`config.mk`:
```
export PLATFORM = sky130hd
export DESIGN_NAME = regfile_sort_ctrl_flat
export DESIGN_NICKNAME = d
export VERILOG_FILES = /design/src/rtl/regfile_sort_ctrl_if.sv /design/src/rtl/regfile_sort_ctrl.sv /design/src/flat_wrapper.sv
export SDC_FILE = /design/constraint.sdc
export NUM_CORES = 1
export LEC_CHECK = 0
export CORE_MARGIN = 2
export CORE_UTILIZATION = 46
export CTS_BUF_LIST = sky130_fd_sc_hd__clkbuf_2
export CTS_CLUSTER_DIAMETER = 30
export DETAILED_ROUTE_END_ITERATION = 7
export PLACE_DENSITY = 0.72
export SLEW_MARGIN = 20
export SYNTH_ARGS = -nofsm -noshare
export SYNTH_HDL_FRONTEND = slang
export SYNTH_SLANG_ARGS = --single-unit
```
`constraint.sdc`:
```
create_clock -name Clk -period 2.5 [get_ports Clk]
set_input_delay 0.25 -clock Clk [delete_from_list [all_inputs] [get_ports Clk]]
set_output_delay 0.25 -clock Clk [all_outputs]
set_load 0.05 [all_outputs]
```
`src/rtl/regfile_sort_ctrl_if.sv`:
```
// Register file access bus for the sort controller: combinational read port
// plus a write port that commits at the next clock edge.
interface regfile_sort_ctrl_if #(
   parameter int ADDR_W = 4,
   parameter int DATA_W = 8
);
   logic [ADDR_W-1:0] R_Addr;
   logic              R_en;
   logic [DATA_W-1:0] R_Data;
   logic [ADDR_W-1:0] W_Addr;
   logic              W_en;
   logic [DATA_W-1:0] W_Data;

   modport master (output R_Addr, output R_en, input R_Data,
                   output W_Addr, output W_en, output W_Data);
   modport slave  (input R_Addr, input R_en, output R_Data,
                   input W_Addr, input W_en, input W_Data);
endinterface

```
`src/rtl/regfile_sort_ctrl.sv`:
```
// In-place ascending bubble sort of a register file with a shrinking pass
// limit and early exit; reports completion with a Done pulse and swap count.
module regfile_sort_ctrl #(
   parameter int DEPTH  = 16,
   parameter int ADDR_W = 4,
   parameter int DATA_W = 8,
   parameter int CNT_W  = 8
) (
   input  logic                    Clk,
   input  logic                    Rst,
   input  logic                    Start,
   output logic                    Busy,
   output logic                    Done,
   output logic [CNT_W-1:0]        Swap_Cnt,
   regfile_sort_ctrl_if.master     rf_bus
);
   typedef enum logic [2:0] {
      ST_IDLE = 3'd0,
      ST_RD_A = 3'd1,
      ST_RD_B = 3'd2,
      ST_WR_A = 3'd3,
      ST_WR_B = 3'd4,
      ST_DONE = 3'd5
   } state_t;

   localparam logic [ADDR_W-1:0] ONE_A  = ADDR_W'(1);
   localparam logic [ADDR_W-1:0] LAST_A = ADDR_W'(DEPTH - 1);
   localparam logic [CNT_W-1:0]  ONE_C  = CNT_W'(1);
   localparam logic [CNT_W-1:0]  MAX_C  = {CNT_W{1'b1}};

   state_t              state_r, state_s, adv_state_s;
   logic [ADDR_W-1:0]   j_r, j_s, adv_j_s;
   logic [ADDR_W-1:0]   limit_r, limit_s, adv_limit_s;
   logic [DATA_W-1:0]   a_r, a_s, b_r, b_s;
   logic                swapped_r, swapped_s, adv_swapped_s, adv_sw_any_s;
   logic [CNT_W-1:0]    cnt_r, cnt_s;
   logic                busy_r, busy_s, done_r, done_s;
   logic                r_en_r, r_en_s, w_en_r, w_en_s;
   logic [ADDR_W-1:0]   r_addr_r, r_addr_s, w_addr_r, w_addr_s;
   logic [DATA_W-1:0]   w_data_r, w_data_s;

   // End-of-compare decision: next pair, next (shorter) pass, or finish.
   always_comb begin
      adv_sw_any_s  = swapped_r | (state_r == ST_WR_B);
      adv_state_s   = ST_RD_A;
      adv_j_s       = j_r;
      adv_limit_s   = limit_r;
      adv_swapped_s = adv_sw_any_s;
      if ((j_r + ONE_A) < limit_r) begin
         adv_j_s = j_r + ONE_A;
      end else if (!adv_sw_any_s || (limit_r == ONE_A)) begin
         adv_state_s = ST_DONE;
      end else begin
         adv_limit_s   = limit_r - ONE_A;
         adv_j_s       = '0;
         adv_swapped_s = 1'b0;
      end
   end

   // Next-state and datapath update logic.
   always_comb begin
      state_s   = state_r;
      j_s       = j_r;
      limit_s   = limit_r;
      a_s       = a_r;
      b_s       = b_r;
      swapped_s = swapped_r;
      cnt_s     = cnt_r;
      case (state_r)
         ST_IDLE: begin
            if (Start) begin
               j_s       = '0;
               limit_s   = LAST_A;
               swapped_s = 1'b0;
               cnt_s     = '0;
               state_s   = ST_RD_A;
            end else begin
               state_s = ST_IDLE;
            end
         end
         ST_RD_A: begin
            a_s     = rf_bus.R_Data;
            state_s = ST_RD_B;
         end
         ST_RD_B: begin
            b_s = rf_bus.R_Data;
            // Strict compare: equal values stay put.
            if (a_r > rf_bus.R_Data) begin
               state_s = ST_WR_A;
            end else begin
               state_s   = adv_state_s;
               j_s       = adv_j_s;
               limit_s   = adv_limit_s;
               swapped_s = adv_swapped_s;
            end
         end
         ST_WR_A: state_s = ST_WR_B;
         ST_WR_B: begin
            cnt_s     = (cnt_r == MAX_C) ? cnt_r : (cnt_r + ONE_C);
            state_s   = adv_state_s;
            j_s       = adv_j_s;
            limit_s   = adv_limit_s;
            swapped_s = adv_swapped_s;
         end
         ST_DONE: state_s = ST_IDLE;
         default: state_s = ST_IDLE;
      endcase
   end

   // Output values for the state being entered, so outputs come straight from flops.
   always_comb begin
      busy_s   = 1'b0;
      done_s   = 1'b0;
      r_en_s   = 1'b0;
      r_addr_s = '0;
      w_en_s   = 1'b0;
      w_addr_s = '0;
      w_data_s = '0;
      case (state_s)
         ST_IDLE: busy_s = 1'b0;
         ST_RD_A: begin
            busy_s   = 1'b1;
            r_en_s   = 1'b1;
            r_addr_s = j_s;
         end
         ST_RD_B: begin
            busy_s   = 1'b1;
            r_en_s   = 1'b1;
            r_addr_s = j_s + ONE_A;
         end
         ST_WR_A: begin
            busy_s   = 1'b1;
            w_en_s   = 1'b1;
            w_addr_s = j_s;
            w_data_s = b_s;
         end
         ST_WR_B: begin
            busy_s   = 1'b1;
            w_en_s   = 1'b1;
            w_addr_s = j_s + ONE_A;
            w_data_s = a_s;
         end
         ST_DONE: done_s = 1'b1;
         default: busy_s = 1'b0;
      endcase
   end

   // State, datapath and output registers with synchronous reset.
   always_ff @(posedge Clk) begin
      if (Rst) begin
         state_r   <= ST_IDLE;
         j_r       <= '0;
         limit_r   <= '0;
         a_r       <= '0;
         b_r       <= '0;
         swapped_r <= 1'b0;
         cnt_r     <= '0;
         busy_r    <= 1'b0;
         done_r    <= 1'b0;
         r_en_r    <= 1'b0;
         r_addr_r  <= '0;
         w_en_r    <= 1'b0;
         w_addr_r  <= '0;
         w_data_r  <= '0;
      end else begin
         state_r   <= state_s;
         j_r       <= j_s;
         limit_r   <= limit_s;
         a_r       <= a_s;
         b_r       <= b_s;
         swapped_r <= swapped_s;
         cnt_r     <= cnt_s;
         busy_r    <= busy_s;
         done_r    <= done_s;
         r_en_r    <= r_en_s;
         r_addr_r  <= r_addr_s;
         w_en_r    <= w_en_s;
         w_addr_r  <= w_addr_s;
         w_data_r  <= w_data_s;
      end
   end

   assign Busy          = busy_r;
   assign Done          = done_r;
   assign Swap_Cnt      = cnt_r;
   assign rf_bus.R_en   = r_en_r;
   assign rf_bus.R_Addr = r_addr_r;
   assign rf_bus.W_en   = w_en_r;
   assign rf_bus.W_Addr = w_addr_r;
   assign rf_bus.W_Data = w_data_r;
endmodule

```
`src/flat_wrapper.sv`:
```
// flat-port wrapper written by rule: the top's interface ports become plain ports
module regfile_sort_ctrl_flat 
#(
   parameter int DEPTH  = 16,
   parameter int ADDR_W = 4,
   parameter int DATA_W = 8,
   parameter int CNT_W  = 8
)
  (Clk, Rst, Start, Busy, Done, Swap_Cnt, rf_bus_R_Addr, rf_bus_R_en, rf_bus_R_Data, rf_bus_W_Addr, rf_bus_W_en, rf_bus_W_Data);
  regfile_sort_ctrl_if #(.ADDR_W(ADDR_W), .DATA_W(DATA_W)) rf_bus_i ();
  input  logic Clk;
  input  logic Rst;
  input  logic Start;
  output logic Busy;
  output logic Done;
  output logic [CNT_W-1:0] Swap_Cnt;
  output wire logic [$bits(rf_bus_i.R_Addr)-1:0] rf_bus_R_Addr;
  output wire logic [$bits(rf_bus_i.R_en)-1:0] rf_bus_R_en;
  input wire logic [$bits(rf_bus_i.R_Data)-1:0] rf_bus_R_Data;
  output wire logic [$bits(rf_bus_i.W_Addr)-1:0] rf_bus_W_Addr;
  output wire logic [$bits(rf_bus_i.W_en)-1:0] rf_bus_W_en;
  output wire logic [$bits(rf_bus_i.W_Data)-1:0] rf_bus_W_Data;
  assign rf_bus_R_Addr = rf_bus_i.R_Addr;
  assign rf_bus_R_en = rf_bus_i.R_en;
  assign rf_bus_i.R_Data = rf_bus_R_Data;
  assign rf_bus_W_Addr = rf_bus_i.W_Addr;
  assign rf_bus_W_en = rf_bus_i.W_en;
  assign rf_bus_W_Data = rf_bus_i.W_Data;
  regfile_sort_ctrl #(.DEPTH(DEPTH), .ADDR_W(ADDR_W), .DATA_W(DATA_W), .CNT_W(CNT_W)) u_core (.Clk(Clk), .Rst(Rst), .Start(Start), .Busy(Busy), .Done(Done), .Swap_Cnt(Swap_Cnt), .rf_bus(rf_bus_i));
endmodule
```
=== After elaboration in Yosys (flattened, before gate mapping) ===
Cells that the tools add are included.

* Add/subtract/negate cells: 4
* Order comparisons: 2
* Equal/unequal tests: 14
* Mux-type cells: 32
* Bitwise logic cells: 1
* Reduce and logical (&&, ||, !) cells: 10

{| class="wikitable"
|+ Operator list
! cell !! number
|-
| two-way mux 4 bit || 8
|-
| two-way mux 8 bit || 4
|-
| case mux 8 bit (2 select lines) || 2
|-
| case mux 4 bit (3 select lines) || 2
|-
| case mux 4 bit (2 select lines) || 2
|-
| case mux 3 bit (5 select lines) || 1
|-
| == test 3 x 2 -> 1 bit (second input constant) || 4
|-
| == test 3 bit (second input constant) || 3
|-
| two-way mux 1 bit || 9
|-
| two-way mux 3 bit || 3
|-
| adder 4 x 1 -> 4 bit (second input constant) || 2
|-
| adder 8 x 1 -> 8 bit (second input constant) || 1
|-
| == test 8 bit (second input constant) || 1
|-
| > comparator 8 bit || 1
|-
| == test 3 x 1 -> 1 bit (second input constant) || 2
|-
| != test 2 bit (second input constant) || 3
|-
| AND reduction 3 bit || 2
|-
| == test 4 x 1 -> 1 bit (second input constant) || 1
|-
| less-than comparator 4 bit || 1
|-
| OR reduction 2 bit || 2
|-
| OR reduction 4 bit || 1
|-
| subtractor 4 x 1 -> 4 bit (second input constant) || 1
|-
| zero test 3 bit || 1
|-
| case mux 1 bit (3 select lines) || 1
|-
| other kinds (5) || 5
|}

* Flip-flop bits (word level): 56
* Input port bits: 11
* Output and inout bits: 28
* Word-level logic and storage cells: 77

=== Depth between registers and ports, before layout ===
Gate-level depths: netlist of the first run.

* Depth after elaboration: 11
* Depth in mapped cells: 13
* Gate-level depth less buffers: 12

=== Least setup slack after synthesis of the first run ===
OpenSTA, ideal clock, no wires.

* Path type: flip-flop to flip-flop
* From: register u_core.j_r[0]
* To: register u_core.r_addr_r[2] (netlist: u_core.rf_bus.R_Addr[2])
* Library setup time: 0.115 ns
* Data arrival time: 2.620 ns
* Data required time: 2.385 ns
* Setup slack: -0.235 ns
* Stages on the path, launching flop included: 12
* Path buffers: 0
* Cell sequence: dfxtp_1 ha_1 ha_1 a21bo_1 a211oi_4 and2_4 o311ai_1 o21ai_1 ha_1 nand2b_1 a21boi_0 o21ba_1

* Cells in the longest elaborated chain, start to end: 7
* Elaborated cells on any way between the ends: 14
* Classes of those cells: add/sub (2); order compare (1); eq/ne (2); mux (9)

{| class="wikitable"
|+ Ends and longest elaborated chain
! element !! line !! source
|-
| start: declaration || regfile_sort_ctrl.sv:32 || <nowiki>logic [ADDR_W-1:0] j_r, j_s, adv_j_s;</nowiki>
|-
| start signal: assignment || regfile_sort_ctrl.sv:167 || <nowiki>j_r <= j_s;</nowiki>
|-
| adder 4 x 1 -> 4 bit || regfile_sort_ctrl.sv:49, regfile_sort_ctrl.sv:50 ||
|-
| less-than comparator 4 bit || regfile_sort_ctrl.sv:49 || <nowiki>if ((j_r + ONE_A) < limit_r) begin</nowiki>
|-
| two-way mux 4 bit || regfile_sort_ctrl.sv:49 ||
|-
| two-way mux 4 bit || regfile_sort_ctrl.sv:88 || <nowiki>if (a_r > rf_bus.R_Data) begin</nowiki>
|-
| case mux 4 bit (3 select lines) * || regfile_sort_ctrl.sv:69 || <nowiki>case (state_r)</nowiki>
|-
| via u_core.j_s[0] || regfile_sort_ctrl.sv:32 ||
|-
| adder 4 x 1 -> 4 bit * || regfile_sort_ctrl.sv:129 || <nowiki>r_addr_s = j_s + ONE_A;</nowiki>
|-
| case mux 4 bit (2 select lines) * || regfile_sort_ctrl.sv:119 || <nowiki>case (state_s)</nowiki>
|-
| end signal: assignment || regfile_sort_ctrl.sv:176 || <nowiki>r_addr_r <= r_addr_s;</nowiki>
|-
| end: declaration || regfile_sort_ctrl.sv:39 || <nowiki>logic [ADDR_W-1:0] r_addr_r, r_addr_s, w_addr_r, w_addr_s;</nowiki>
|}

Mark *: on every way through the listed nets, which the timed path passes. The rest lies on a longest branch.
A chain may end at the register's enable or synchronous reset.

=== Worst setup path in the final report of the first run ===
* From: register u_core.j_r[0]
* To: register u_core.r_addr_r[3] (netlist: u_core.rf_bus.R_Addr[3])

* Cells in the longest elaborated chain, start to end: 7
* Elaborated cells on any way between the ends: 14
* Classes of those cells: add/sub (2); order compare (1); eq/ne (2); mux (9)

{| class="wikitable"
|+ Ends and longest elaborated chain
! element !! line
|-
| adder 4 x 1 -> 4 bit || regfile_sort_ctrl.sv:49, regfile_sort_ctrl.sv:50
|-
| less-than comparator 4 bit || regfile_sort_ctrl.sv:49
|-
| two-way mux 4 bit / two-way mux 3 bit (equally long branches) || regfile_sort_ctrl.sv:49
|-
| two-way mux 4 bit / two-way mux 3 bit (equally long branches) || regfile_sort_ctrl.sv:88
|-
| case mux 4 bit (3 select lines) / case mux 3 bit (5 select lines) (equally long branches) || regfile_sort_ctrl.sv:69
|-
| adder 4 x 1 -> 4 bit, or another cell as far along || regfile_sort_ctrl.sv:129
|-
| case mux 4 bit (2 select lines) * || regfile_sort_ctrl.sv:119
|}

Every way passes the cells marked *; elsewhere a longest branch is shown, timed or not.

==> results of run 1 <==
-- power breakdown --
part / internal (mW) / switching [mW] / leakage (nW)
Combinational: 0.192 / 0.237 / 0.972
Clock: 0.0687 / 0.294 / 0.0308
Sequential: 0.927 / 0.0249 / 0.456
Total: 1.19 / 0.556 / 1.46
-- sequential cells by signal, indices dropped and copies added (netlist names) --
| name | count |
|---|---|
| u_core.Busy | 1 |
| u_core.rf_bus.W_Addr | 4 |
| u_core.j_r | 4 |
| u_core.a_r | 8 |
| u_core.Done | 1 |
| u_core.rf_bus.W_en | 1 |
| u_core.state_r | 3 |
| u_core.rf_bus.W_Data | 8 |
| u_core.limit_r | 4 |
| u_core.rf_bus.R_en | 1 |
| u_core.b_r | 8 |
| u_core.rf_bus.R_Addr | 4 |
| u_core.swapped_r | 1 |
| u_core.Swap_Cnt | 8 |
-- path summary, 6_finish.rpt --
check	start	endpoint	slack, ns	cells after the start
min	rf_bus_R_Data[6]	u_core.b_r[6]	0.38	3
max reg2reg	u_core.j_r[0]	u_core.rf_bus.R_Addr[3]	-0.17	11
min reg2reg	u_core.b_r[5]	u_core.b_r[5]	0.48	2
max	u_core.j_r[0]	u_core.rf_bus.R_Addr[3]	-0.17	11
-- metrics by stage --
step / cell area [um^2] / power (mW) / hold WS, ns / TNS (ns) / setup slack (ns)
after global routing: 3760 / 1.823 / 0.3788 / -1.338 / -0.2158
after CTS: 3627 / 1.711 / 0.3708 / -0.1909 / -0.07106
after global placement: 3467 / 1.326 / 0.4467 / -4.366 / -0.4525
final: 3760 / 1.743 / 0.3826 / -0.7507 / -0.1655
after floorplan: 2773 / 1.199 / 0.4047 / -0.05375 / -0.05053
after detailed placement: 3467 / 1.334 / 0.4558 / -5.125 / -0.5607
-- layer usage --
layer  share of wire, %  wire length [um]  global-route usage (%)
met4                1.1                72                   6.102
met5                  0                 0                       0
met1                 46              3125                   27.83
met3                3.3               225                   3.111
met2                 49              3324                   37.75
-- timing repair --
item	CTS	global route
resized for setup	18	20
setup buffers	5	6
pin swaps	21	20
setup endpoints to repair	9	11
-- final cells by class --
class	instances	area [um^2]
sequential	56	1129
inverter	15	56.30
tap	72	90.09
multi-input combinational	232	1679
fill	462	1848
clock buffer	5	25.02
timing repair buffer	87	763.2
clock inverter	3	17.52
-- worst reg2reg max path, stage by stage (launching register included) --
cell and delay, ns:
dfxtp_4 0.43, ha_4 0.17, xor2_1 0.14, ha_1 0.33, nor3_4 0.23, a211oi_4 0.06
and2_4 0.20, o311ai_4 0.32, buf_4 0.18, a22oi_2 0.09, a2111o_1 0.40, o211ai_1 0.08
-- cell usage after synthesis, types with 2 or more instances --
| cell | count | area (um^2) |
|---|---|---|
| dfxtp_1 | 56 | 1121 |
| nand2_1 | 51 | 191.4 |
| a21oi_1 | 33 | 165.2 |
| nor2_1 | 29 | 108.9 |
| ha_1 | 16 | 200.2 |
| inv_1 | 15 | 56.30 |
| clkbuf_1 | 10 | 37.54 |
| a22o_1 | 8 | 70.07 |
| nor3_1 | 7 | 35.03 |
| nand4_1 | 6 | 37.54 |
| o211ai_1 | 6 | 45.04 |
| o21ai_0 | 5 | 25.02 |
| nand2b_1 | 4 | 25.02 |
| o21ai_1 | 4 | 20.02 |
| xor2_1 | 4 | 35.03 |
| a211oi_1 | 3 | 22.52 |
| nand3_1 | 3 | 15.01 |
| xnor2_1 | 3 | 26.28 |
| a2111o_1 | 2 | 22.52 |
| a211o_1 | 2 | 17.52 |
| a21boi_0 | 2 | 15.01 |
| a22oi_1 | 2 | 15.01 |
| and2_1 | 2 | 12.51 |
| and3_1 | 2 | 12.51 |
| mux2i_1 | 2 | 20.02 |
| nand3b_1 | 2 | 15.01 |
| nor2b_1 | 2 | 12.51 |
| o21ai_2 | 2 | 17.52 |
| o21bai_1 | 2 | 15.01 |
-- cells by family (layout without fill, tap and decap cells) --
logic type      Yosys count  count (layout)  synth area share, %
buf+inv                  28             110                4.338
flops                    56              56                41.35
fa+ha+maj                16              16                7.383
mux                       2               2               0.7384
compound gates           85              85                22.29
xor+xnor                  7               7                2.261
simple gates            122             122                21.64
==> results_dict.tcl, run 1 <==
set metrics [dict create \
    status "finished, violations left" \
    violations "setup timing" \
    via_per_inst 5.409 \
    fin_nets 424 \
    die_w_um 80.78 \
    startpoint_type "register" \
    grt_pass1_vias 2391 \
    place.detailed.hpwl_mm 4.794 \
    worst_slack_ns -0.1655 \
    wl_per_cell_um 14.36 \
    path_cells "ha_4 -> xor2_1 -> ha_1 -> nor3_4 -> a211oi_4 -> and2_4 -> o311ai_4 -> buf_4 -> a22oi_2 -> a2111o_1 -> o211ai_1" \
    grt_antenna_before_repair 0 \
    slowest_delay_ns 0.43 \
    hold_buffers 0 \
    start_util_pct 48.35 \
    min_period_over_period_pct 106.6 \
    fin_util_pct 67.05 \
    drtIter0Drc 90 \
    netlist_instances 316 \
    syn_nets 343 \
    final_max_slew_viol_count 0 \
    crit_buf_inv 1 \
    crit_fanout 4 \
    grt_max_degree 18 \
    dieArea_um2 6525 \
    final-hold-violation-count 0 \
    numClockSinks 56 \
    clockBufferDepth 2 \
    cp.required_ns 2.91 \
    drc_errors 0 \
    rsz0062_at_grt "true" \
    ir_worst_vdd_mv 0.3189 \
    ios 39 \
    tightest_slew_ns 0.5903 \
    relSlewSlack_pct 60.65 \
    synth.distinct_cells 60 \
    place_inst 451 \
    synthArstFlopShare_pct 0 \
    ys_seq_area_share_pct 41.35 \
    ant_nets 0 \
    drive_gt1_share_pct 25.63 \
    max_freq_mhz 375.2 \
    area_growth_pct 38.67 \
    gr-total-overflow 0 \
    yosys_warnings 0 \
    routed_wl_mm 6.747 \
    final-setup-viol-count 8 \
    maxCapViolations 0 \
    numCtsBuffers 5 \
    cts-root-buf "clkbuf_2" \
    cts_tree "done" \
    drtPass1Iterations 4 \
    port_buffers 38 \
    crit_type "reg -> reg" \
    core_area_um2 5608 \
    mostFrequentLayoutCell "dfxtp_1" \
    powerDensity_nw_per_um2 463.6 \
    final_cells 470 \
    leakage_nw 1.459 \
    synth.avg_cell_area_um2 8.580 \
    path_clk_slew_ns 0.29 \
    crit_family "compound AO/OA/AOI/OAI gates" \
    grt_pass1_wl_mm 11.07 \
    period_needed_ns 2.665 \
    min_path_type "in -> reg" \
    vias 2542 \
    row_count 27 \
    ys_seq_elements 56 \
    diodes 0 \
    grt_usage_pct 21.59 \
    worstSetupEndpointType "register" \
    most-common-layout-cells "dfxtp_1, nand2_1, buf_4, clkdlybuf4s50_1, a21oi_1" \
    htree_levels 2 \
    syn-cell-area_um2 2711 \
    insertion_delay_ns 0.46 \
    die_h_um 80.78 \
    crit_slowest_cell "dfxtp_4" \
    globalplace.congestion 0.8633 \
    worst_ep_arrival_time_ns 3.07 \
    synth-main-ff-cell "dfxtp_1" \
    synth-edff-count 0 \
    fin_skew_ns 0.01681 \
]
(Power assumes the default switching activity.)
==> inputs of run 2 (changes only) <==
--- a/config.mk
+++ b/config.mk
@@ -7,7 +7,6 @@
 export LEC_CHECK = 0
 export CORE_MARGIN = 2
 export CORE_UTILIZATION = 46
-export CTS_BUF_LIST = sky130_fd_sc_hd__clkbuf_2
 export CTS_CLUSTER_DIAMETER = 30
 export DETAILED_ROUTE_END_ITERATION = 7
 export PLACE_DENSITY = 0.72
==> run 2 against run 1 <==
  * The flow still finishes with violations (setup timing)
  * Sequential power decreased by 0.4%
  * Critical path depth decreased by 2
  * Sequential cell count unchanged
  * Fmax increased by 3.7%
  * Largest cell class unchanged
==> results_dict.tcl, run 2 (synthesis results as in run 1) <==
set metrics [dict create \
    final_cells 464 \
    swShare_pct 29.64 \
    ant_nets 0 \
    period_needed_ns 2.569 \
    die_w_um 80.78 \
    globalplace.congestion 0.8633 \
    dieArea_um2 6525 \
    grt_max_degree 18 \
    worstSetupEndpointType "register" \
    maxCapViolations 0 \
    place.detailed.hpwl_mm 4.794 \
    gr-total-overflow 0 \
    cp.required_ns 2.76 \
    drc_errors 0 \
    most-common-layout-cells "dfxtp_1, nand2_1, buf_4, clkdlybuf4s50_1, a21oi_1" \
    fin_nets 418 \
    insertion_delay_ns 0.32 \
    wl_per_cell_um 14.16 \
    vias 2510 \
    numCtsBuffers 5 \
    via_per_inst 5.409 \
    max_freq_mhz 389.2 \
    hold_buffers 0 \
    crit_fanout 6 \
    worst_slack_ns -0.06947 \
    core_area_um2 5608 \
    ios 39 \
    clockBufferDepth 2 \
    p_int_mw 1.318 \
    powerDensity_nw_per_um2 506.8 \
    port_buffers 38 \
    violations "setup timing" \
    final-hold-violation-count 0 \
    area_growth_pct 36.36 \
    min_period_over_period_pct 102.8 \
    cts_tree "done" \
    numClockSinks 56 \
    num-fill-cells 467 \
    p_sw_mw 0.5555 \
    htree_levels 2 \
    worst_ep_arrival_time_ns 2.83 \
    fin_util_pct 65.93 \
    row_count 27 \
    p_clk_share_pct 28.6 \
    place_inst 451 \
    mostFrequentLayoutCell "dfxtp_1" \
    combPwrFrac_pct 20.8 \
    leakage_nw 1.446 \
    crit_type "reg -> reg" \
    diodes 0 \
    holdWs_ns 0.3589 \
    ir_worst_vdd_mv 0.3281 \
    path_cells "ha_4 -> ha_1 -> a21bo_1 -> a211oi_4 -> and2_4 -> nor4_1 -> a211o_1 -> or4_1 -> nand3_1" \
    start_util_pct 48.35 \
    slowest_delay_ns 0.41 \
    drtIter0Drc 113 \
    path_clk_slew_ns 0.10 \
    tightest_slew_ns 0.5660 \
    grt_antenna_before_repair 0 \
    cts-root-buf "clkbuf_8" \
    startpoint_type "register" \
    grt_pass1_wl_mm 11.08 \
    pre_cts_ws_ns -0.5607 \
    final_max_slew_viol_count 0 \
    drtPass1Iterations 4 \
    die_h_um 80.78 \
    rsz0062_at_grt "true" \
    relSlewSlack_pct 62.26 \
    drive_gt1_share_pct 22.70 \
    p_seq_share_pct 50.6 \
    min_path_type "in -> reg" \
    crit_slowest_cell "or4_1" \
    status "finished, violations left" \
    grt_pass1_vias 2392 \
    routed_wl_mm 6.571 \
    fin_skew_ns 0.009003 \
    final-setup-viol-count 2 \
    rrSetupSlack_ns -0.07 \
    tns_ns -0.1209 \
    grt_usage_pct 21.72 \
]
==> run 2: cell types whose count changed in the layout (fill, tap and decap cells not counted), sizes merged <==
cell	change
buf	-6
clkbuf	+1
clkdlybuf4s50	-1
clkinv	-1
dlygate4sd2	+1
==> run 2: critical path, delay by kind of cell, from the launching register on <==
family	cells	cell delay, ns
compound gates	3	0.83
simple gates	4	0.82
fa+ha+maj	2	0.48
flops	1	0.39
==> run 2: metrics by stage <==
stage | instance area [um^2] | power, mW
after detailed placement | 3467 | 1.334
final | 3697 | 1.874
after global placement | 3467 | 1.326
after global routing | 3697 | 1.949
after floorplan | 2773 | 1.199
after CTS | 3651 | 1.871
==> run 2: power by group through the flow <==
stage | sequential, mW | combinational, mW | clock, mW
after floorplan | 0.985 | 0.214 | 0
after global placement | 0.967 | 0.360 | 0
after detailed placement | 0.968 | 0.366 | 0
after CTS | 0.948 | 0.379 | 0.545
after global routing | 0.953 | 0.423 | 0.573
final | 0.948 | 0.389 | 0.537
==> run 2: layer usage <==
metal	track usage, %	wire, um	vias to the layer above	share of wire (%)
met5	0	0	-	0
met2	37.83	3186	48	48
met4	6.610	107	0	1.6
met1	27.71	3067	1194	47
met3	3.444	210	9	3.2
li1	-	-	1259	-
==> run 2: final cells by class <==
| class | instances | area (um^2) | share of cell area (%) |
|---|---|---|---|
| Clock buffer | 6 | 82.58 | 2.234 |
| Clock inverter | 2 | 13.76 | 0.3723 |
| Inverter | 15 | 56.30 | 1.523 |
| Multi-Input combinational cell | 232 | 1627 | 43.99 |
| Sequential cell | 56 | 1126 | 30.46 |
| Tap cell | 72 | 90.09 | 2.437 |
| Timing Repair Buffer | 81 | 701.9 | 18.98 |
==> run 2: worst paths after layout <==
kind                                  startpoint                       to  cells past startpoint
worst max-delay path               u_core.j_r[1]  u_core.rf_bus.W_Addr[3]                      9
worst min-delay path            rf_bus_R_Data[1]            u_core.a_r[1]                      3
worst max register to register     u_core.j_r[1]  u_core.rf_bus.W_Addr[3]                      9
worst min register to register     u_core.b_r[5]            u_core.b_r[5]                      2
==> run 2: what timing repair did <==
action | in CTS | in global routing
setup endpoints to repair | 10 | 11
hold endpoints to repair | 0 | 0
pin swaps | 10 | 7
setup buffers | 3 | 2
gates resized for setup | 19 | 6
cloned | 0 | 0
